===== config.mk =====
export PLATFORM = sky130hd
export DESIGN_NAME = pc_fetch_sequencer_flat
export DESIGN_NICKNAME = d
export VERILOG_FILES = /design/src/rtl/pc_fetch_pkg.sv /design/src/rtl/pc_fetch_sequencer_if.sv /design/src/rtl/pc_target_calc.sv /design/src/rtl/pc_fetch_sequencer.sv /design/src/flat_wrapper.sv
export SDC_FILE = /design/constraint.sdc
export NUM_CORES = 1
export LEC_CHECK = 0
export CORE_MARGIN = 4
export CORE_UTILIZATION = 50
export CTS_BUF_LIST = sky130_fd_sc_hd__clkbuf_4
export CTS_CLUSTER_SIZE = 25
export DETAILED_ROUTE_END_ITERATION = 10
export HOLD_SLACK_MARGIN = 0.06
export PLACE_DENSITY = 0.95
export RECOVER_POWER = 50
export SKIP_CTS_REPAIR_TIMING = 1
export SLEW_MARGIN = 20
export SYNTH_ARGS = -nofsm -noshare
export SYNTH_HDL_FRONTEND = slang
export SYNTH_SLANG_ARGS = --single-unit

===== constraint.sdc =====
create_clock -name clk -period 6.4 [get_ports clk]
set_input_delay 0.96 -clock clk [delete_from_list [all_inputs] [get_ports clk]]
set_output_delay 0.96 -clock clk [all_outputs]
set_load 0.005 [all_outputs]

===== src/rtl/pc_fetch_pkg.sv =====
// pc_fetch_pkg: shared state encoding, redirect-select codes and fetch constants
package pc_fetch_pkg;
  localparam int INSTR_BYTES = 4;
  typedef enum logic [2:0] {S_BOOT, S_FETCH, S_HOLD, S_DRAIN, S_ERR} state_t;
  typedef enum logic [2:0] {SEL_SEQ, SEL_BRANCH, SEL_JUMP, SEL_JR, SEL_FLUSH} sel_t;
endpackage


===== src/rtl/pc_fetch_sequencer_if.sv =====
// pc_fetch_sequencer_if: instruction-memory request/acknowledge port
interface pc_fetch_sequencer_if;
  logic        req;
  logic [31:0] addr;
  logic        ack;
  logic [31:0] rdata;
  modport master(output req, addr, input ack, rdata);
  modport slave(input req, addr, output ack, rdata);
endinterface


===== src/rtl/pc_target_calc.sv =====
// pc_target_calc: priority mux for the next fetch PC (flush > jr > jump > branch > sequential)
module pc_target_calc
  import pc_fetch_pkg::*;
(
  input  logic [31:0] seq_pc,
  input  logic [31:0] pc_plus4,
  input  logic        take,
  input  logic        branch_taken,
  input  logic [31:0] branch_offset,
  input  logic        jump_en,
  input  logic [25:0] jump_index,
  input  logic        jr_en,
  input  logic [31:0] jr_addr,
  input  logic        flush,
  input  logic [31:0] flush_addr,
  output logic [31:0] next_pc,
  output logic        misalign
);
  sel_t sel;
  // Redirects only count when decode consumes the instruction; flush always counts
  always_comb sel = flush ? SEL_FLUSH : !take ? SEL_SEQ : jr_en ? SEL_JR :
                    jump_en ? SEL_JUMP : branch_taken ? SEL_BRANCH : SEL_SEQ;
  // Target select; only jr and flush can produce an unaligned address
  always_comb begin
    case (sel)
      SEL_FLUSH:  next_pc = flush_addr;
      SEL_JR:     next_pc = jr_addr;
      SEL_JUMP:   next_pc = {pc_plus4[31:28], jump_index, 2'b00};
      SEL_BRANCH: next_pc = pc_plus4 + (branch_offset << 2);
      default:    next_pc = seq_pc;
    endcase
    misalign = |next_pc[1:0];
  end
endmodule


===== src/rtl/pc_fetch_sequencer.sv =====
// pc_fetch_sequencer: fetch-stage FSM owning the PC, imem requests and the decode instruction buffer
module pc_fetch_sequencer
  import pc_fetch_pkg::*;
#(
  parameter logic [31:0] RESET_VECTOR = 32'h0000_0000,
  parameter int          MAX_WAIT     = 15
) (
  input  logic                        clk,
  input  logic                        rst_n,
  pc_fetch_sequencer_if.master        imem,
  output logic [31:0]                 instr,
  output logic [31:0]                 instr_pc,
  output logic                        instr_valid,
  output logic [31:0]                 pc_plus4,
  input  logic                        stall,
  input  logic                        branch_taken,
  input  logic [31:0]                 branch_offset,
  input  logic                        jump_en,
  input  logic [25:0]                 jump_index,
  input  logic                        jr_en,
  input  logic [31:0]                 jr_addr,
  input  logic                        flush,
  input  logic [31:0]                 flush_addr,
  output logic                        fetch_err
);
  state_t      state, state_n;
  logic [31:0] fpc, fpc_n, addr, addr_n, instr_n, ipc_n, tgt;
  logic        req, req_n, valid_n, err_n, misalign, consume, timeout;
  logic [7:0]  cnt, cnt_n;
  assign imem.req  = req;
  assign imem.addr = addr;
  assign pc_plus4  = instr_pc + 32'(INSTR_BYTES);
  assign consume   = instr_valid && !stall;
  assign timeout   = req && !imem.ack && (cnt + 8'd1 == 8'(MAX_WAIT));
  pc_target_calc u_calc (
    .seq_pc(fpc), .pc_plus4(pc_plus4), .take(consume),
    .branch_taken(branch_taken), .branch_offset(branch_offset),
    .jump_en(jump_en), .jump_index(jump_index),
    .jr_en(jr_en), .jr_addr(jr_addr),
    .flush(flush), .flush_addr(flush_addr),
    .next_pc(tgt), .misalign(misalign)
  );
  // Next-state logic; tgt already folds in flush/redirect priority for the current state
  always_comb begin
    state_n = state;
    fpc_n   = fpc;
    req_n   = req;
    addr_n  = addr;
    instr_n = instr;
    ipc_n   = instr_pc;
    valid_n = instr_valid;
    err_n   = fetch_err;
    cnt_n   = !req ? cnt : imem.ack ? 8'd0 : cnt + 8'd1;
    case (state)
      S_BOOT: begin
        state_n = S_FETCH;
        fpc_n   = tgt;
        req_n   = 1'b1;
        addr_n  = tgt;
      end
      S_FETCH:
        if (flush) begin
          fpc_n   = tgt;
          valid_n = 1'b0;
          state_n = imem.ack ? S_FETCH : S_DRAIN;
          addr_n  = imem.ack ? tgt : addr;
        end else if (imem.ack) begin
          instr_n = imem.rdata;
          ipc_n   = fpc;
          valid_n = 1'b1;
          fpc_n   = fpc + 32'(INSTR_BYTES);
          req_n   = 1'b0;
          state_n = S_HOLD;
        end
      S_HOLD:
        if (flush || consume) begin
          fpc_n   = tgt;
          valid_n = 1'b0;
          req_n   = 1'b1;
          addr_n  = tgt;
          state_n = S_FETCH;
        end
      S_DRAIN: begin
        fpc_n = tgt;
        if (imem.ack) begin
          addr_n  = tgt;
          state_n = S_FETCH;
        end
      end
      default: ;
    endcase
    if (state != S_ERR && (misalign || timeout)) begin
      state_n = S_ERR;
      req_n   = 1'b0;
      valid_n = 1'b0;
      err_n   = 1'b1;
    end
  end
  // State and datapath registers
  always_ff @(posedge clk or negedge rst_n)
    if (!rst_n) begin
      state       <= S_BOOT;
      fpc         <= RESET_VECTOR;
      req         <= 1'b0;
      addr        <= RESET_VECTOR;
      instr       <= '0;
      instr_pc    <= '0;
      instr_valid <= 1'b0;
      fetch_err   <= 1'b0;
      cnt         <= '0;
    end else begin
      state       <= state_n;
      fpc         <= fpc_n;
      req         <= req_n;
      addr        <= addr_n;
      instr       <= instr_n;
      instr_pc    <= ipc_n;
      instr_valid <= valid_n;
      fetch_err   <= err_n;
      cnt         <= cnt_n;
    end
endmodule


===== src/flat_wrapper.sv =====
// flat-port wrapper written by rule: the top's interface ports become plain ports
module pc_fetch_sequencer_flat import pc_fetch_pkg::*;
#(
  parameter logic [31:0] RESET_VECTOR = 32'h0000_0000,
  parameter int          MAX_WAIT     = 15
)
  (clk, rst_n, instr, instr_pc, instr_valid, pc_plus4, stall, branch_taken, branch_offset, jump_en, jump_index, jr_en, jr_addr, flush, flush_addr, fetch_err, imem_req, imem_addr, imem_ack, imem_rdata);
  pc_fetch_sequencer_if imem_i ();
  input  logic clk;
  input  logic rst_n;
  output logic [31:0] instr;
  output logic [31:0] instr_pc;
  output logic instr_valid;
  output logic [31:0] pc_plus4;
  input  logic stall;
  input  logic branch_taken;
  input  logic [31:0] branch_offset;
  input  logic jump_en;
  input  logic [25:0] jump_index;
  input  logic jr_en;
  input  logic [31:0] jr_addr;
  input  logic flush;
  input  logic [31:0] flush_addr;
  output logic fetch_err;
  output wire logic [$bits(imem_i.req)-1:0] imem_req;
  output wire logic [$bits(imem_i.addr)-1:0] imem_addr;
  input wire logic [$bits(imem_i.ack)-1:0] imem_ack;
  input wire logic [$bits(imem_i.rdata)-1:0] imem_rdata;
  assign imem_req = imem_i.req;
  assign imem_addr = imem_i.addr;
  assign imem_i.ack = imem_ack;
  assign imem_i.rdata = imem_rdata;
  pc_fetch_sequencer #(.RESET_VECTOR(RESET_VECTOR), .MAX_WAIT(MAX_WAIT)) u_core (.clk(clk), .rst_n(rst_n), .imem(imem_i), .instr(instr), .instr_pc(instr_pc), .instr_valid(instr_valid), .pc_plus4(pc_plus4), .stall(stall), .branch_taken(branch_taken), .branch_offset(branch_offset), .jump_en(jump_en), .jump_index(jump_index), .jr_en(jr_en), .jr_addr(jr_addr), .flush(flush), .flush_addr(flush_addr), .fetch_err(fetch_err));
endmodule

### Yosys cells after proc, flatten, opt, wreduce, memory -nomap -nowiden

Index checks and enable logic that the tools add are counted.

| storage, ports and cells | value |
|---|---|
| word-level logic and storage cells | 84 |
| input bits | 162 |
| register bits | 142 |
| output and inout port bits | 131 |

| operators by class | value |
|---|---|
| reductions and logical operators | 22 |
| $add $sub $neg | 4 |
| muxes and demuxes | 31 |
| eq/ne operators | 17 |
| bitwise logic cells | 1 |

Operators by type and width:

| kind | number |
|---|---|
| $pmux W32 S4 | 2 |
| $mux W32 | 5 |
| $pmux W32 S3 | 1 |
| $add A32 B3 Y32 const B | 2 |
| $add A32 B32 Y32 | 1 |
| $mux W3 | 6 |
| $eq A3 B2 Y1 const B | 4 |
| $pmux W3 S4 | 1 |
| $reduce_and A3 Y1 | 4 |
| $mux W1 | 9 |
| $ne A3 B2 Y1 const B | 3 |
| $add A8 B1 Y8 const B | 1 |
| $eq A8 B4 Y1 const B | 1 |
| $mux W2 | 4 |
| $mux W8 | 1 |
| $reduce_and A4 Y1 | 2 |
| $reduce_bool A4 Y1 | 2 |
| $eq A3 B1 Y1 const B | 2 |
| $ne A3 B3 Y1 const B | 2 |
| $reduce_bool A3 Y1 | 2 |
| $reduce_bool A5 Y1 | 1 |
| $logic_and A1 B1 Y1 | 4 |
| $ne A4 B3 Y1 const B | 1 |
| $reduce_or A2 Y1 | 2 |
| 10 further kinds | 12 |

### Logic depth before layout (Yosys ltp)

Gate-level depths: netlist of run 1.

| depth | value |
|---|---|
| depth in word-level cells | 12 |
| mapped depth | 16 |
| mapped depth without buffers | 15 |

### Cells and area by module

A second synthesis of run 1 with hierarchy kept.

| unflattened totals | value |
|---|---|
| cells, all modules | 1,148 |
| area total of the unflattened synthesis | 9,593.0 um^2 |

By module, submodules not included:

| module | area each (um^2) | seq. area each (um^2) | cells an instance | instances |
|---|---|---|---|---|
| pc_fetch_sequencer | 6,901.6 | 3,553.4 | 754 | 1 |
| pc_target_calc | 2,691.3 | 0.0 | 394 | 1 |

### Worst setup path after synthesis of run 1

No wires, ideal clock.

| path | value |
|---|---|
| path kind | reg2reg |
| start | register u_core.instr_pc[5] |
| end | register u_core.addr[28], in the netlist u_core.imem.addr[28] |
| data required time | 6,271 ps |
| clock period less this slack | 3,608 ps |
| buffers on the path | 1 |
| setup time | 129 ps |
| data arrival time | 3,479 ps |
| stages on the path, launching flop included | 17 |
| slack | 2,792 ps |
| path through | dfrtp_1 buf_2 and4_1 nand3_2 nor2_1 and3_1 nand3_1 xnor2_1 ha_1 a21o_1 a21oi_1 o21ai_0 a221oi_1 a2111oi_0 or3_1 a31oi_1 o31ai_1 |

| on the way | value |
|---|---|
| word-level cells in the longest chain between the ends | 6 |
| elaborated cells on any way between the ends | 7 |
| classes of those cells | 2 x add/sub; 5 x mux |

Ends and longest elaborated chain:

| element | line | text |
|---|---|---|
| from (decl) | pc_fetch_sequencer.sv:12 | `output logic [31:0] instr_pc,` |
| from (signal assigned) | pc_fetch_sequencer.sv:117 | `instr_pc <= ipc_n;` |
| $add A32 B3 Y32 (*) | pc_fetch_sequencer.sv:32 | `assign pc_plus4 = instr_pc + 32'(INSTR_BYTES);` |
| named net pc_plus4[15] | flat_wrapper.sv:14 | `output logic [31:0] pc_plus4;` |
| $add A32 B32 Y32 (*) | pc_target_calc.sv:29 | `SEL_BRANCH: next_pc = pc_plus4 + (branch_offset << 2);` |
| $pmux W32 S4 (*) | pc_target_calc.sv:25 | `case (sel)` |
| $mux W32 | pc_fetch_sequencer.sv:66, pc_fetch_sequencer.sv:85 |  |
| $mux W32 | pc_fetch_sequencer.sv:62 | `if (flush) begin` |
| $pmux W32 S4 (*) | pc_fetch_sequencer.sv:54 | `case (state)` |
| to (signal assigned) | pc_fetch_sequencer.sv:115 | `addr <= addr_n;` |
| to (decl) | pc_fetch_sequencer.sv:27 | `logic [31:0] fpc, fpc_n, addr, addr_n, instr_n, ipc_n, tgt;` |

Mark *: on every way through the listed nets, which the timed path passes. The rest lies on a longest branch. The select of a mux whose other input is x is not followed.
A chain may end at the register's enable or synchronous reset.

### Worst setup path in the final report of run 1

| path | value |
|---|---|
| start | register u_core.instr_pc[6] |
| end | register u_core.addr[28], in the netlist u_core.imem.addr[28] |

| on the way | value |
|---|---|
| word-level cells in the longest chain between the ends | 6 |
| elaborated cells on any way between the ends | 7 |
| classes of those cells | 2 x add/sub; 5 x mux |

Ends and longest elaborated chain:

| element | line |
|---|---|
| $add A32 B3 Y32 (*) | pc_fetch_sequencer.sv:32 |
| $add A32 B32 Y32 | pc_target_calc.sv:29 |
| $pmux W32 S4 (*) | pc_target_calc.sv:25 |
| $mux W32 | pc_fetch_sequencer.sv:66, pc_fetch_sequencer.sv:85 |
| $mux W32 | pc_fetch_sequencer.sv:62 |
| $pmux W32 S4 (*) | pc_fetch_sequencer.sv:54 |

Mark *: on every way between the ends. The rest lies on a longest branch, timed or not. The select of a mux whose other input is x is not followed.

==> impl_metrics.py, run 1 <==
metrics = {
    "global_routing": {
        "antenna_found_initial": 1,
        "gr-usage-met2_pct": 49.9,
        "grt_pass1_wl_um": 53200,
        "grt_max_degree": 78,
        "met3_usage_pct": 10.4,
        "grt_pass1_vias": 10100,
        "grt_usage_pct": 30.9,
        "busiest_layer": "met2",
        "use_met1_pct": 38.7,
        "grt_overflow": 0,
    },
    "cells_and_area": {
        "final_cells": 1695,
        "drive_gt1_share_pct": 5.14,
        "fin_area_sq_um": 12800,
        "nNetsFinal": 1648,
        "utilization_pct": 68.6,
        "syn_to_final_growth_pct": 34.7,
        "fillers": 1467,
    },
    "flow_run": {
        "cap_violations": 2,
    },
    "routing": {
        "firstDrtPassIters": 7,
        "wl_um": 34100,
        "wl_per_cell_um": 20.1,
        "drc": 0,
        "drtIter0Drc": 1059,
        "ant_nets": 0,
        "vias_per_cell": 6.06,
        "vias": 10300,
    },
    "timing": {
        "worst_pin_slew_ns": 3.64,
        "hold_viol": 0,
        "fin_crit_sh_pct": 69.6,
        "period_minus_slack_ns": 4.45,
        "finClkSkew_ns": 0.0172,
        "setup_viol": 0,
        "maxSlewHeadroom_pct": -143,
        "fin_setup_tns_ns": 0,
        "fmax_mhz": 225,
        "maxSlewViolCount": 103,
        "rsz0062_at_grt": "no",
    },
    "synth": {
        "yosysTopAreaCell": "dfrtp_1",
        "syn_area_per_cell_sq_um": 7.96,
        "yosys_most_used_dff": "dfrtp_1",
        "ys_ff_latch": 142,
        "synth-edff-count": 0,
        "synth_top_area_share_pct": 37.3,
        "syn-cell-area_sq_um": 9530,
        "yosys-top-cells-count": "nand2_1, dfrtp_1, a21oi_1",
        "ys_warn_count": 0,
        "ys_seq_area_share_pct": 37.3,
        "synthesis.nets": 1398,
        "synth_cell_type_count": 77,
        "synth_area_leaders": "dfrtp_1, nand2_1, ha_1",
        "yosysMostFrequentCell": "nand2_1",
        "syn_inst": 1197,
        "postSynth.asyncResetShare_pct": 100,
    },
    "placed_design": {
        "portBuffers": 290,
        "place.gp.congestion": 1.01,
        "dpl.hpwl_um": 25500,
        "place_area_sq_um": 12600,
        "placedCellCount": 1662,
    },
    "floorplanning": {
        "coreArea_sq_um": 18700,
        "dieArea_sq_um": 21300,
        "dieWidth_um": 146,
        "fp-row-count": 50,
        "pin_count": 293,
        "dieHeight_um": 146,
        "start_util_pct": 50.9,
    },
    "clock_tree": {
        "cts_root_buf": "clkbuf_4",
        "cts.sinks": 142,
        "ctsHtreeMaxLevel": 4,
        "cts.clk_slew.worst_paths_ns": 0.13,
        "cts_tree": "done",
        "ctsLongestPathBuffers": 2,
        "numCtsBuffers": 17,
        "clkLatencyLatePin_ns": 0.57,
    },
    "status": {
        "status": "finished, violations left",
        "failed_checks": "max-capacitance violations, max-slew violations",
    },
    "critical_path": {
        "crit_fanout": 7,
        "crit_path_end_kind": "flop",
        "crit_required_ns": 6.85,
        "worst-setup-path-type": "reg -> reg",
        "crit_path_top_delay_cell": "nor4_1",
        "slowest_delay_ns": 0.67,
        "arrival_ns": 4.90,
        "cp_top_family": "simple AND/OR/NAND/NOR gates",
        "cp_cell_sequence": "and4_1 -> nand3_2 -> nor4_1 -> xor2_1 -> ha_1 -> and3_1 -> and3_1 -> nand3_1 -> o21a_1 -> a2111oi_0 -> o21ai_0 -> a31oi_1 -> o31ai_1",
        "cp-start-kind": "flop",
        "cp_common_cell": "and3_1",
        "path_buf_inv": 0,
    },
    "power_and_ir_drop": {
        "power_leakage_nw": 5.90,
        "peakVddDrop_v": 0.000144,
        "p_per_area_nw_per_um2": 144,
        "p_total_mw": 1.85,
    },
    "hold_path": {
        "hold_path_class": "reg -> reg",
    },
}
[sequential cells by signal (all words and copies together) (netlist names)]
signal and flops:
u_core.fpc 32, u_core.imem.addr 32, u_core.instr 32, u_core.instr_pc 32
u_core.cnt 8, u_core.state 3, u_core.fetch_err 1, u_core.imem.req 1
u_core.instr_valid 1
[cells in the final DEF (no fill, tap or decap), types with 6 or more instances in the layout]
cell             count
nand2_1            320
clkdlybuf4s50_1    232
dfrtp_1            142
a21oi_1             79
nor2_1              76
dlygate4sd3_1       56
nand3_1             55
o21ai_0             50
ha_1                38
xnor2_1             33
and3_1              20
inv_1               20
clkbuf_4            19
nand4_1             18
a21o_1              18
a31oi_1             18
a222oi_1            17
nor3_1              16
xor2_1              16
o22ai_1             15
buf_4               14
a22oi_1             11
a221oi_1            11
nand2b_1             9
and2_1               8
o21a_1               8
o31ai_1              8
or3_1                7
mux2_2               7
a221o_1              6
mux2i_1              6
[worst register-to-register path, cell delays in order, from the launching register on]
cell and delay, ns:
dfrtp_1 0.50, and4_1 0.27, nand3_2 0.15, nor4_1 0.67
xor2_1 0.22, ha_1 0.46, and3_1 0.30, and3_1 0.23
nand3_1 0.09, o21a_1 0.16, a2111oi_0 0.57, o21ai_0 0.20
a31oi_1 0.37, o31ai_1 0.15
[routing by layer]
| metal | wire length [um] | part of all wire, % |
|---|---|---|
| met3 | 4020 | 12 |
| met4 | 1070 | 3.1 |
| met2 | 15900 | 47 |
| met5 | 0 | 0 |
| met1 | 13200 | 39 |
[report_power, final]
part	switching (mW)	internal (mW)
clock	0.341	0.275
combinational	0.152	0.161
sequential	0.00976	0.912
[metrics by stage]
step | hold WS [ns] | setup slack, ns
floorplan | 0.461 | 2.79
global placement | 0.457 | 2.13
detailed placement | 0.461 | 2.09
CTS | 0.342 | 2.03
global route | 0.514 | 1.63
finish | 0.479 | 1.95
[area by class of cell]
class / count / area (sq um) / share of cell area (%)
Inverter: 21 / 78.8 / 0.614
Clock inverter: 13 / 146 / 1.14
Antenna cell: 1 / 2.50 / 0.0195
Sequential cell: 142 / 3550 / 27.7
Multi-Input combinational cell: 961 / 5620 / 43.8
Timing Repair Buffer: 304 / 3000 / 23.4
Clock buffer: 19 / 143 / 1.11
Tap cell: 234 / 293 / 2.28
[kinds of logic after synthesis]
logic type	synth area share (%)
adder cells (fa/ha/maj)	5.20
XOR/XNOR	4.74
multiplexers	1.46
AND/OR/NAND/NOR	26.2
flip-flops	37.3
AO/OA/AOI/OAI	21.2
buffers and inverters	3.97
[path summary, 6_finish.rpt]
path,startpoint,to,slack (ns),cells after the start
max,u_core.instr_pc[6],u_core.imem.addr[28],1.95,13
min,u_core.instr[11],u_core.instr[11],0.48,2
max reg2reg,u_core.instr_pc[6],u_core.imem.addr[28],1.95,13
min reg2reg,u_core.instr[11],u_core.instr[11],0.48,2
max in group asynchronous,rst_n,u_core.imem.addr[21],2.35,2
min in group asynchronous,rst_n,u_core.instr[31],1.61,1
No activity file was read; power rests on OpenSTA's default activity.
==> run 2, diff against run 1 <==
--- a/config.mk
+++ b/config.mk
@@ -6,12 +6,12 @@
 export NUM_CORES = 1
 export LEC_CHECK = 0
 export CORE_MARGIN = 4
-export CORE_UTILIZATION = 50
+export CORE_UTILIZATION = 49
 export CTS_BUF_LIST = sky130_fd_sc_hd__clkbuf_4
 export CTS_CLUSTER_SIZE = 25
 export DETAILED_ROUTE_END_ITERATION = 10
 export HOLD_SLACK_MARGIN = 0.06
-export PLACE_DENSITY = 0.95
+export PLACE_DENSITY = 0.93
 export RECOVER_POWER = 50
 export SKIP_CTS_REPAIR_TIMING = 1
 export SLEW_MARGIN = 20
==> constraint.sdc (replaced) <==
create_clock -name clk -period 4.4 [get_ports clk]
set_input_delay 0.66 -clock clk [delete_from_list [all_inputs] [get_ports clk]]
set_output_delay 0.66 -clock clk [all_outputs]
set_load 0.005 [all_outputs]
==> run 2 against run 1 <==
  * Combinational power up 48%
  * Global-route usage up 0.23 points
  * The flow still finishes with violations (max-capacitance violations, max-slew violations)
  * Routed wire length up 1.1%
  * Non-clock buffer count up 16
  * Sequential share of layout area down 0.43 points
  * Sequential power up 45%
  * Maximum frequency up 7.5%
==> impl_metrics.py, run 2 (synthesized netlist as in run 1, its figures left out) <==
metrics = {
    "status": {
        "status": "finished, violations left",
        "failed_checks": "max-capacitance violations, max-slew violations",
    },
    "clock_tree": {
        "cts.sinks": 142,
        "ctsHtreeMaxLevel": 4,
        "cts_root_buf": "clkbuf_4",
        "cts_tree": "done",
        "numCtsBuffers": 17,
        "clkLatencyLatePin_ns": 0.57,
        "ctsLongestPathBuffers": 2,
        "cts.clk_slew.worst_paths_ns": 0.13,
    },
    "cells_and_area": {
        "multi_input_area_sq_um": 5620,
        "nNetsFinal": 1664,
        "syn_to_final_growth_pct": 36.8,
        "mostFrequentLayoutCells": "nand2_1, clkdlybuf4s50_1, dfrtp_1",
        "utilization_pct": 69.0,
        "fillers": 1505,
        "final_common_cell": "nand2_1",
        "drive_gt1_share_pct": 6.17,
        "regArea_sq_um": 3550,
    },
    "routing": {
        "vias": 10600,
        "drc": 0,
        "wl_per_cell_um": 19.9,
        "ant_nets": 0,
        "vias_per_cell": 6.09,
        "firstDrtPassIters": 8,
        "wl_um": 34500,
        "drtIter0Drc": 1095,
    },
    "power_and_ir_drop": {
        "power_leakage_nw": 6.01,
        "p_per_area_nw_per_um2": 216,
        "peakVddDrop_v": 0.000190,
    },
    "timing": {
        "finClkSkew_ns": 0.0297,
        "worst_pin_slew_ns": 2.22,
        "fmax_mhz": 241,
        "maxSlewHeadroom_pct": -48.3,
        "hold_viol": 0,
        "fin_setup_tns_ns": 0,
        "setup_viol": 0,
        "fin_crit_sh_pct": 94.2,
        "whs_ns": 0.481,
        "maxSlewViolCount": 176,
        "period_minus_slack_ns": 4.14,
        "rsz0062_at_grt": "no",
    },
    "floorplanning": {
        "dieHeight_um": 147,
        "dieWidth_um": 147,
        "dieArea_sq_um": 21700,
        "coreArea_sq_um": 18900,
        "start_util_pct": 50.4,
        "pin_count": 293,
        "fp-row-count": 50,
    },
    "global_routing": {
        "grt_usage_pct": 31.2,
        "grt_overflow": 0,
        "grt_max_degree": 88,
        "antenna_found_initial": 1,
        "grt_pass1_wl_um": 54300,
        "grt_pass1_vias": 10400,
    },
    "critical_path": {
        "cp-start-kind": "flop",
        "crit_path_end_kind": "flop",
        "crit_fanout": 8,
        "worst-setup-path-type": "reg -> reg",
        "arrival_ns": 4.57,
        "crit_required_ns": 4.83,
    },
    "placed_design": {
        "dpl.hpwl_um": 25900,
        "portBuffers": 290,
        "place.gp.congestion": 0.918,
    },
    "flow_run": {
        "cap_violations": 4,
    },
    "hold_path": {
        "hold_path_class": "reg -> reg",
    },
}
## run 2: cell types whose count changed in the layout (fill, tap and decap cells not counted), sizes merged
cell,before,now
bufinv,3,5
clkdlybuf4s50,232,231
buf,15,29
dlygate4sd3,56,57
inv,21,22
clkinv,10,9
## run 2: cell type report
type	instances	share of cell area [%]
clock inverters	15	1.66
diodes	1	0.0192
flip-flops and latches	142	27.3
clock buffers	17	0.979
repair buffers	320	23.9
multi-input cells	961	43.1
inverters	21	0.605
well taps	260	2.50
## run 2: per-stage QoR
step	instances	total power [mW]	setup WS [ns]	area, sq um
floorplan	1197	1.54	0.792	9530
global placement	1704	1.82	0.443	12700
detailed placement	1704	1.83	0.383	12700
CTS	1736	2.83	0.335	13000
global route	1737	2.92	0.00309	13000
finish	1737	2.82	0.256	13000
## run 2: path summary, 6_finish.rpt
path | depth (start not counted) | startpoint | slack [ns] | to
worst max register to register | 16 | u_core.instr_pc[5] | 0.26 | u_core.fpc[30]
worst min-delay path | 2 | u_core.instr[8] | 0.48 | u_core.instr[8]
worst max-delay path | 16 | u_core.instr_pc[5] | 0.26 | u_core.fpc[30]
min in group asynchronous | 1 | rst_n | 0.72 | u_core.imem.addr[0]
max in group asynchronous | 2 | rst_n | 1.24 | u_core.instr[21]
worst min register to register | 2 | u_core.instr[8] | 0.48 | u_core.instr[8]
## run 2: power breakdown
group,total [mW],internal (mW),switching (mW)
Sequential,1.34,1.33,0.0158
Clock,1.01,0.507,0.505
Combinational,0.463,0.238,0.225
Total,2.82,2.07,0.746
## run 2: per-layer routing
| layer | up-vias | global-route usage (%) | wire length [um] |
|---|---|---|---|
| met4 | 0 | 11.3 | 1080 |
| met2 | 684 | 50.8 | 16100 |
| met5 | - | 0 | 0 |
| met1 | 4999 | 40.3 | 13600 |
| li1 | 4804 | - | - |
| met3 | 100 | 8.09 | 3720 |
## run 2: critical path, stage by stage (launching register included)
cell      delay, ns
dfrtp_1        0.52
and4_1         0.28
nand3_2        0.15
nor2_1         0.19
and3_1         0.23
nand3_1        0.10
xnor2_1        0.21
ha_1           0.33
a21o_1         0.20
a21oi_1        0.18
o21ai_0        0.12
a221oi_1       0.30
buf_4          0.18
a311oi_2       0.17
and3_1         0.24
nor3b_1        0.42
a221oi_1       0.18
==> run 3, diff against run 2 <==
--- a/config.mk
+++ b/config.mk
@@ -10,6 +10,7 @@
 export CTS_BUF_LIST = sky130_fd_sc_hd__clkbuf_4
 export CTS_CLUSTER_SIZE = 25
 export DETAILED_ROUTE_END_ITERATION = 10
+export GPL_ROUTABILITY_DRIVEN = 1
 export HOLD_SLACK_MARGIN = 0.06
 export PLACE_DENSITY = 0.93
 export RECOVER_POWER = 50
@@ -17,4 +18,5 @@
 export SLEW_MARGIN = 20
 export SYNTH_ARGS = -nofsm -noshare
 export SYNTH_HDL_FRONTEND = slang
+export SYNTH_HIERARCHICAL = 1
 export SYNTH_SLANG_ARGS = --single-unit
==> run 3 against run 2 <==
  * The flow still finishes with violations (max-capacitance violations, max-slew violations)
  * Critical path depth shrank 2
  * Routed wire length grew 2.1%
  * Core utilization shrank 0.063 points
  * Register-to-register slack lost 0.07 ns
  * Clock power shrank 12%
  * Total power shrank 0.97%
  * Sequential power grew 4%
  * Critical endpoint is now u_core/fpc[29]
==> impl_metrics.py, run 3 <==
metrics = {
    "floorplanning": {
        "dieArea_sq_um": 21900,
        "fp-row-count": 50,
        "pin_count": 293,
        "dieWidth_um": 148,
        "start_util_pct": 50.6,
        "coreArea_sq_um": 19000,
        "dieHeight_um": 148,
    },
    "synth": {
        "yosysTopAreaCell": "dfrtp_1",
        "yosysMostFrequentCell": "nand2_1",
        "synthesis.nets": 1344,
        "synth_top_area_share_pct": 37.0,
        "syn_inst": 1148,
        "yosys_most_used_dff": "dfrtp_1",
        "ys_warn_count": 6,
        "synth-edff-count": 0,
        "synth_area_leaders": "dfrtp_1, nand2_1, ha_1",
        "synth_cell_type_count": 87,
        "yosys-top-cells-count": "nand2_1, dfrtp_1, a21oi_1",
        "syn_area_per_cell_sq_um": 8.36,
        "ys_seq_area_share_pct": 37.0,
        "postSynth.asyncResetShare_pct": 100,
        "syn-cell-area_sq_um": 9590,
        "ys_ff_latch": 142,
    },
    "routing": {
        "vias": 10500,
        "ant_nets": 0,
        "firstDrtPassIters": 8,
        "vias_per_cell": 6.23,
        "drtIter0Drc": 1373,
        "wl_um": 35200,
        "wl_per_cell_um": 20.9,
        "drc": 0,
    },
    "clock_tree": {
        "cts.clk_slew.worst_paths_ns": 0.13,
        "ctsLongestPathBuffers": 2,
        "cts_root_buf": "clkbuf_4",
        "ctsHtreeMaxLevel": 4,
        "numCtsBuffers": 17,
        "clkLatencyLatePin_ns": 0.55,
        "cts_tree": "done",
        "cts.sinks": 142,
    },
    "cells_and_area": {
        "regArea_sq_um": 3550,
        "mostFrequentLayoutCells": "nand2_1, clkdlybuf4s50_1, dfrtp_1",
        "multi_input_area_sq_um": 5680,
        "final_common_cell": "nand2_1",
        "utilization_pct": 68.9,
        "drive_gt1_share_pct": 9.20,
        "fillers": 1422,
        "syn_to_final_growth_pct": 36.2,
        "nNetsFinal": 1607,
        "fin_area_sq_um": 13100,
    },
    "placed_design": {
        "dpl.hpwl_um": 26500,
        "place.gp.congestion": 0.982,
        "place_area_sq_um": 12700,
        "portBuffers": 290,
    },
    "critical_path": {
        "cp_cell_sequence": "and4_1 -> and4_1 -> and3_1 -> xor2_1 -> ha_2 -> nand4_1 -> a211oi_4 -> nor3_2 -> o31ai_4 -> a31o_1 -> o311ai_1 -> or4_1 -> o21ai_0 -> a311oi_1",
        "cp_common_cell": "and4_1",
        "worst-setup-path-type": "reg -> reg",
        "startpoint": "u_core/instr_pc[4]",
        "rr_worst_depth": 14,
        "arrival_ns": 4.61,
        "crit-reg2reg-launch": "u_core/instr_pc[4]",
        "crit_path_end_kind": "flop",
        "cp_top_family": "simple AND/OR/NAND/NOR gates",
        "r2r_end": "u_core/fpc[29]",
        "cp-start-kind": "flop",
        "crit_fanout": 10,
        "slowest_delay_ns": 0.55,
        "crit_path_top_delay_cell": "or4_1",
        "path_buf_inv": 0,
        "crit_required_ns": 4.80,
        "crit_path_end": "u_core/fpc[29]",
        "r2r_slack_ns": 0.19,
        "cp.depth": 14,
    },
    "timing": {
        "maxSlewViolCount": 126,
        "whs_ns": 0.480,
        "finClkSkew_ns": 0.0182,
        "maxSlewHeadroom_pct": -62.7,
        "period_minus_slack_ns": 4.21,
        "fin_crit_sh_pct": 95.7,
        "worst_pin_slew_ns": 2.44,
        "fmax_mhz": 237,
        "hold_viol": 0,
        "setup_viol": 0,
        "fin_setup_tns_ns": 0,
    },
    "global_routing": {
        "grt_usage_pct": 31.0,
        "antenna_found_initial": 2,
        "grt_pass1_vias": 10200,
        "grt_max_degree": 96,
        "grt_pass1_wl_um": 54200,
        "grt_overflow": 0,
    },
    "hold_path": {
        "hold_path_class": "reg -> reg",
    },
    "status": {
        "failed_checks": "max-capacitance violations, max-slew violations",
        "status": "finished, violations left",
    },
    "power_and_ir_drop": {
        "p_per_area_nw_per_um2": 214,
        "p_total_mw": 2.79,
        "power_leakage_nw": 5.89,
        "peakVddDrop_v": 0.000198,
    },
    "flow_run": {
        "cap_violations": 2,
    },
}
==> run 3: power breakdown <==
part	internal [mW]	total, mW	switching [mW]
combinational	0.257	0.498	0.241
clock	0.407	0.890	0.483
sequential	1.34	1.40	0.0668
==> run 3: kinds of logic after synthesis <==
family / count (synthesis) / synth area share (%)
compound gates: 299 / 22.2
xor+xnor: 47 / 4.29
fa+ha+maj: 34 / 4.51
buf+inv: 104 / 4.51
flops: 142 / 37.0
mux: 35 / 4.06
simple gates: 487 / 23.3
==> run 3: area by class of cell <==
class	count	area share, %
clock inverters	12	1.11
clock buffers	20	1.15
well taps	260	2.49
diodes	2	0.0383
repair buffers	318	23.7
multi-input cells	902	43.5
flip-flops and latches	142	27.2
inverters	30	0.862
==> run 3: worst min path at each step <==
| stage | startpoint | to | slack, ns | depth (start not counted) |
|---|---|---|---|---|
| floorplan | rst_n | u_core/cnt[0] | 0.36 | 0 |
| global placement | u_core/instr[11] | u_core/instr[11] | 0.46 | 2 |
| detailed placement | u_core/instr[15] | u_core/instr[15] | 0.46 | 2 |
| CTS | rst_n | u_core/instr[21] | 0.20 | 1 |
| global route | u_core/instr[31] | u_core/instr[31] | 0.51 | 2 |
| finish | u_core/instr[15] | u_core/instr[15] | 0.48 | 2 |
==> run 3: worst reg2reg max path: cells and delay by family, from the launching register on <==
family	cells	cell delay, ns
AO/OA/AOI/OAI	6	1.31
XOR/XNOR	1	0.15
adder cells (fa/ha/maj)	1	0.42
flip-flops	1	0.48
AND/OR/NAND/NOR	6	1.71
==> run 3: metal layers <==
| layer | routed length, um | global-route usage, % |
|---|---|---|
| met3 | 3900 | 8.31 |
| met4 | 1350 | 11.7 |
| met5 | 13 | 0 |
| met2 | 17000 | 52.6 |
| met1 | 13000 | 37.9 |
==> run 3: through the flow <==
stage | cells | setup slack [ns]
final | 1686 | 0.189
after floorplan | 1148 | 0.742
after global routing | 1686 | -0.0313
after detailed placement | 1650 | 0.191
after global placement | 1650 | 0.389
after CTS | 1682 | 0.164
